File: config.mk
export PLATFORM = sky130hd
export DESIGN_NAME = regfile_wb_scheduler
export DESIGN_NICKNAME = d
export VERILOG_FILES = /design/src/rtl/regfile_wb_scheduler.sv
export SDC_FILE = /design/constraint.sdc
export NUM_CORES = 1
export LEC_CHECK = 0
export CORE_ASPECT_RATIO = 0.7
export CORE_UTILIZATION = 42
export CTS_CLUSTER_SIZE = 8
export DETAILED_ROUTE_END_ITERATION = 7
export GPL_ROUTABILITY_DRIVEN = 0
export PLACE_DENSITY = 0.77
export SLEW_MARGIN = 10
export SYNTH_ARGS = -nofsm -noshare
export SYNTH_HDL_FRONTEND = slang
export SYNTH_SLANG_ARGS = --single-unit
File: constraint.sdc
create_clock -name clk -period 3.2 [get_ports clk]
set_input_delay 0.64 -clock clk [delete_from_list [all_inputs] [get_ports clk]]
set_output_delay 0.64 -clock clk [all_outputs]
set_load 0.02 [all_outputs]
File: src/rtl/regfile_wb_scheduler.sv
// Register-file write-port scheduler: arbitrates ALU/LSU writebacks onto one registered
// write port and keeps a per-register busy scoreboard for RAW/WAW issue stalls.
// Optional macro WB_FIXED_PRIORITY_EN: fixed LSU-over-ALU priority instead of round-robin.
module regfile_wb_scheduler #(
    parameter int NUM_REGS = 32,
    parameter int ADDR_W   = 5,
    parameter int DATA_W   = 32
) (
    input  logic                clk,
    input  logic                rst,
    input  logic                issue_valid,
    input  logic [ADDR_W-1:0]   issue_rs1,
    input  logic [ADDR_W-1:0]   issue_rs2,
    input  logic                issue_rs1_en,
    input  logic                issue_rs2_en,
    input  logic [ADDR_W-1:0]   issue_rd,
    input  logic                issue_rd_en,
    output logic                issue_stall,
    input  logic                alu_wb_valid,
    input  logic [ADDR_W-1:0]   alu_wb_rd,
    input  logic [DATA_W-1:0]   alu_wb_data,
    output logic                alu_wb_ready,
    input  logic                lsu_wb_valid,
    input  logic [ADDR_W-1:0]   lsu_wb_rd,
    input  logic [DATA_W-1:0]   lsu_wb_data,
    output logic                lsu_wb_ready,
    output logic                rf_we,
    output logic [ADDR_W-1:0]   rf_waddr,
    output logic [DATA_W-1:0]   rf_wdata,
    output logic [NUM_REGS-1:0] busy_vec
);

    logic                alu_gnt, lsu_gnt;
    logic                rf_we_q, rf_we_d;
    logic [ADDR_W-1:0]   rf_waddr_q, rf_waddr_d;
    logic [DATA_W-1:0]   rf_wdata_q, rf_wdata_d;
    logic [NUM_REGS-1:0] busy_q, busy_d;
    logic [NUM_REGS-1:0] pend;
    logic [ADDR_W-1:0]   sel_rd;
    logic [DATA_W-1:0]   sel_data;

`ifdef WB_FIXED_PRIORITY_EN
    always_comb begin
        lsu_gnt = !rst && lsu_wb_valid;
        alu_gnt = !rst && alu_wb_valid && !lsu_wb_valid;
    end
`else
    // last_lsu_q = 1 means the LSU won the most recent grant
    logic last_lsu_q, last_lsu_d;

    always_comb begin
        alu_gnt = 1'b0;
        lsu_gnt = 1'b0;
        if (!rst) begin
            if (alu_wb_valid && lsu_wb_valid) begin
                alu_gnt = last_lsu_q;
                lsu_gnt = !last_lsu_q;
            end else begin
                alu_gnt = alu_wb_valid;
                lsu_gnt = lsu_wb_valid;
            end
        end
        last_lsu_d = last_lsu_q;
        if (lsu_gnt)      last_lsu_d = 1'b1;
        else if (alu_gnt) last_lsu_d = 1'b0;
    end

    always_ff @(posedge clk) begin
        if (rst) last_lsu_q <= 1'b1;
        else     last_lsu_q <= last_lsu_d;
    end
`endif

    assign alu_wb_ready = alu_gnt;
    assign lsu_wb_ready = lsu_gnt;

    always_comb begin
        sel_rd     = lsu_gnt ? lsu_wb_rd   : alu_wb_rd;
        sel_data   = lsu_gnt ? lsu_wb_data : alu_wb_data;
        rf_we_d    = (alu_gnt || lsu_gnt) && (sel_rd != '0);
        rf_waddr_d = rf_waddr_q;
        rf_wdata_d = rf_wdata_q;
        if (alu_gnt || lsu_gnt) begin
            rf_waddr_d = sel_rd;
            rf_wdata_d = sel_data;
        end
    end

    // A register being written this cycle is forwarded by the RF, so it is not pending
    always_comb begin
        for (int r = 0; r < NUM_REGS; r++)
            pend[r] = busy_q[r] && !(rf_we_q && rf_waddr_q == ADDR_W'(r));
        pend[0] = 1'b0;
    end

    assign issue_stall = issue_valid &&
                         ((issue_rs1_en && pend[issue_rs1]) ||
                          (issue_rs2_en && pend[issue_rs2]) ||
                          (issue_rd_en  && pend[issue_rd]));

    // Set is applied after clear so a same-register collision leaves the new writer busy
    always_comb begin
        busy_d = busy_q;
        if (rf_we_q)
            busy_d[rf_waddr_q] = 1'b0;
        if (issue_valid && !issue_stall && issue_rd_en && issue_rd != '0)
            busy_d[issue_rd] = 1'b1;
        busy_d[0] = 1'b0;
    end

    always_ff @(posedge clk) begin
        if (rst) begin
            rf_we_q    <= 1'b0;
            rf_waddr_q <= '0;
            rf_wdata_q <= '0;
            busy_q     <= '0;
        end else begin
            rf_we_q    <= rf_we_d;
            rf_waddr_q <= rf_waddr_d;
            rf_wdata_q <= rf_wdata_d;
            busy_q     <= busy_d;
        end
    end

    assign rf_we    = rf_we_q;
    assign rf_waddr = rf_waddr_q;
    assign rf_wdata = rf_wdata_q;
    assign busy_vec = busy_q;

endmodule

==> Flow_metrics.wiki <==
{| class="wikitable"
! Metric !! Value
|-
| Result of the run || finished, violations left
|-
| Violations in the final reports || design-rule violations, negative setup slack
|-
| Mux cell area share after synthesis || 13.87%
|-
| Share of the synthesized area in the top cell type || a little under 30%
|-
| Commonest cells in the synthesized netlist || sky130_fd_sc_hd__dfxtp_1 (70), sky130_fd_sc_hd__nor2_1 (55), sky130_fd_sc_hd__mux2i_1 (52)
|-
| Relative max-transition margin || between 50% and 60%
|-
| Worst Setup SP || issue_rs1[0]
|-
| Die span in x || roughly 130 microns
|-
| Global-route usage over all layers || between 30% and 40%
|-
| Layout-stage area growth over the synthesis result || 64.81%
|-
| Fraction of layout instances using a drive strength above 1 || around 22%
|-
| Post-layout worst setup margin || -0.2091 ns
|-
| Data required time of the critical path || ~2.6 ns
|-
| Average instance area after synthesis || 7.985 sq um
|-
| Portion of the clock cycle consumed by the worst path in the final layout || 106.5%
|-
| Combinational family with the most area after synthesis || compound AO/OA/AOI/OAI gates
|-
| Inserted Clock Buffers || 9
|-
| Half-perimeter wire length after placement || 15.94 mm
|-
| Critical Path Fanout Max || 11
|-
| Share of synthesized flip-flops with an asynchronous set or reset || 0%
|-
| Average routed wire per standard cell || between 20 and 25 microns
|-
| Largest net degree at the start of global routing || 75
|-
| Most used standard cell by instance count after synthesis || sky130_fd_sc_hd__dfxtp_1
|-
| Maximum number of buffers from clock root to sink || 2
|-
| Clock Latency Late Sink || roughly 0.34 ns
|-
| Cell types occupying the most area after synthesis || sky130_fd_sc_hd__dfxtp_1 (29%), sky130_fd_sc_hd__mux2i_1 (11%), sky130_fd_sc_hd__a211oi_1 (6.1%)
|-
| Synthesized area || a little under 5000 sq um
|-
| Clock Sinks || 70
|-
| Class of the worst hold path || register to register
|-
| Layout Nets || around 940
|-
| Number of vias after detailed routing || roughly 6400
|-
| I/O Buffers || 168
|-
| Net Count, Synth || 699
|-
| Number of levels the H-tree was split into || 3
|-
| Die outline area || around 12000 sq um
|-
| Ratio of routed vias to standard cells || about 6.3
|-
| Via count of the first global-routing pass || slightly above 6000
|-
| Cts-stage hold buffer count || 0
|-
| GRT Max-Usage Layer || met2
|-
| Layout fillers || 866
|-
| Hold Path Origin || last_lsu_q
|-
| Number of max-slew violations in the final report || 0
|-
| Ys Warns || 0
|-
| Tmin final || 3.409 ns
|-
| Floorplan Core Area || roughly 11000 sq um
|-
| Grt met1 use || between 40% and 50%
|-
| Crit. End Element || output port
|-
| Pre-CTS setup slack || -0.8924 ns
|-
| Proportion of synthesized chip area in sequential cells || 29.15%
|-
| Overall routed net length || between 20 and 25 mm
|-
| Number of antenna-violating nets in the routed design || 0
|-
| Clock tree from TritonCTS || done
|-
| Clock-pin slew on the worst setup and hold paths || 0.06 ns
|-
| Number of DRC violations after detailed-routing iteration 0 || about 970
|-
| Total congestion overflow after global routing || 0
|-
| Residual DRC count || 13
|-
| Commonest register cell after synthesis || sky130_fd_sc_hd__dfxtp_1
|-
| Worst Tran Pin Value || approximately 0.7 ns
|-
| Setup TNS Final || -0.2091 ns
|-
| Simple-gate share of the synthesized area || 23.89%
|-
| Worst clock skew || ~0.010 ns
|-
| Post-synthesis compound-gate area fraction || 25.07%
|-
| Setup violation total in the final timing report || 1
|-
| Worst hold slack across all endpoints || roughly 0.54 ns
|-
| WS Path Type || primary input to output port
|-
| Standard-cell rows || 32
|-
| Fmax || 293.3 MHz
|-
| Post-route cell area || ~7900 sq um
|-
| Initial antenna violation count || 0
|-
| Data arrival time of the worst path || 2.77 ns
|-
| Setup repair after global routing missed its margin || true
|-
| Length of the first detailed-routing pass in iterations || 8
|-
| Cells after synthesis || 602
|-
| Total placed instance area || around 7300 sq um
|-
| Seq cells post-synth || 70
|-
| Global routing met2 resource utilization || between 50% and 60%
|-
| Number of endpoints with negative hold slack in the final report || 0
|-
| Global-route wire length before repair || between 30 and 40 mm
|-
| Worst supply voltage drop on vdd || around 0.24 mV
|-
| Top cell type by total area after synthesis || sky130_fd_sc_hd__dfxtp_1
|-
| Initial Util || 43.34%
|-
| Overall die height || a little over 90 microns
|-
| Root cell of the clock tree || sky130_fd_sc_hd__clkbuf_16
|-
| Yosys cell types || 63
|-
| EDFF count, synth || 0
|-
| Adder-cell area share of the yosys netlist || 0%
|-
| Power per cell area || 361.6 nW/um^2
|-
| # diodes || 0
|-
| Crit Reg-Reg Startpoint || rf_waddr[2]
|-
| GR Util met3 || between 10% and 20%
|-
| Startpoint Class || primary input
|-
| Reported max-cap violation count || 0
|-
| Final core utilization || 71.44%
|-
| Fraction of synthesized cell area in xor and xnor cells || under 10%
|-
| Number of primary I/O pins || 170
|-
| Leak || 2.950 nW
|}
-- through the flow --
step,total power [mW],instances
3_5_place_dp,1.696,978
6_report,2.865,1003
5_1_grt,2.946,1003
4_1_cts,2.836,1003
2_1_floorplan,1.302,602
3_3_place_gp,1.678,978
-- layer usage --
metal  wire, microns  part of all wire [%]  up-vias
li1                -                     -     2791
met1            8781                    40     2965
met2            9276                    43      477
met3            2850                    13      125
met4             889                   4.1        0
met5               0                     0        -
-- path summary, 6_finish.rpt --
path	to	slack, ns	depth (start not counted)
setup / recovery	issue_stall	-0.21	12
hold / removal	last_lsu_q	0.54	2
setup reg to reg	busy_vec[12]	0.13	9
hold reg to reg	last_lsu_q	0.54	2
-- critical path, stage by stage --
cell and delay [ns]:
sky130_fd_sc_hd__dlygate4sd2_1 0.27, sky130_fd_sc_hd__buf_4 0.17, sky130_fd_sc_hd__buf_12 0.15, sky130_fd_sc_hd__xnor2_2 0.15, sky130_fd_sc_hd__a311oi_1 0.31, sky130_fd_sc_hd__a21oi_1 0.11, sky130_fd_sc_hd__nor4_1 0.33, sky130_fd_sc_hd__buf_4 0.18
sky130_fd_sc_hd__a211oi_4 0.03, sky130_fd_sc_hd__nand3_1 0.11, sky130_fd_sc_hd__o21a_1 0.17, sky130_fd_sc_hd__buf_6 0.13
-- power breakdown --
group	leakage [nW]	internal (mW)	switching, mW
combinational	2.22	0.395	0.397
sequential	0.576	0.919	0.0379
clock	0.159	0.709	0.407
total	2.95	2.02	0.842
-- layout make-up --
| class | instances | area [sq um] | share of cell area (%) |
|---|---|---|---|
| clock buffer | 10 | 239.0 | 3.016 |
| timing repair buffer | 296 | 2713 | 34.24 |
| clock inverter | 6 | 93.84 | 1.184 |
| multi-input combinational | 454 | 3219 | 40.63 |
| inverter | 14 | 52.55 | 0.6633 |
| sequential | 70 | 1414 | 17.85 |
| tap | 153 | 191.4 | 2.416 |
-- repair_timing --
item / in CTS / in global routing
resized for setup: 35 / 20
endpoints found under the hold margin: 0 / 0
buffers inserted: 8 / 0
setup endpoints to repair: 1 / 2
pin swaps: 10 / 8
cloned: 1 / 0
-- layout by cell type (no fill, tap or decap), drive strengths merged, types with 4 or more instances in the layout --
master         instances
buf                  128
o31ai                  4
nand3                  7
nor3                  27
mux2i                 52
nand2b                18
dfxtp                 70
clkdlybuf4s50        164
mux2                  11
clkbuf                10
o21ai                 55
o211ai                20
nand4b                 4
and3                  10
nand4                 34
o22ai                  4
nor2                  55
inv                   15
o2111ai               14
a211oi                40
o21a                   4
a21oi                  4
nand2                 26
-- registers in the layout (all words and copies together) (netlist names) --
signal / cells
rf_waddr: 5
last_lsu_q: 1
busy_vec: 31
rf_we: 1
rf_wdata: 32
-- cells by family (layout without fill, tap and decap cells) --
group / after synthesis / after routing
compound gates: 171 / 171
mux: 64 / 64
buf+inv: 78 / 326
flops: 70 / 70
other cells: 1 / 1
simple gates: 212 / 212
xor+xnor: 6 / 6
No activity file was read; power rests on OpenSTA's default activity.
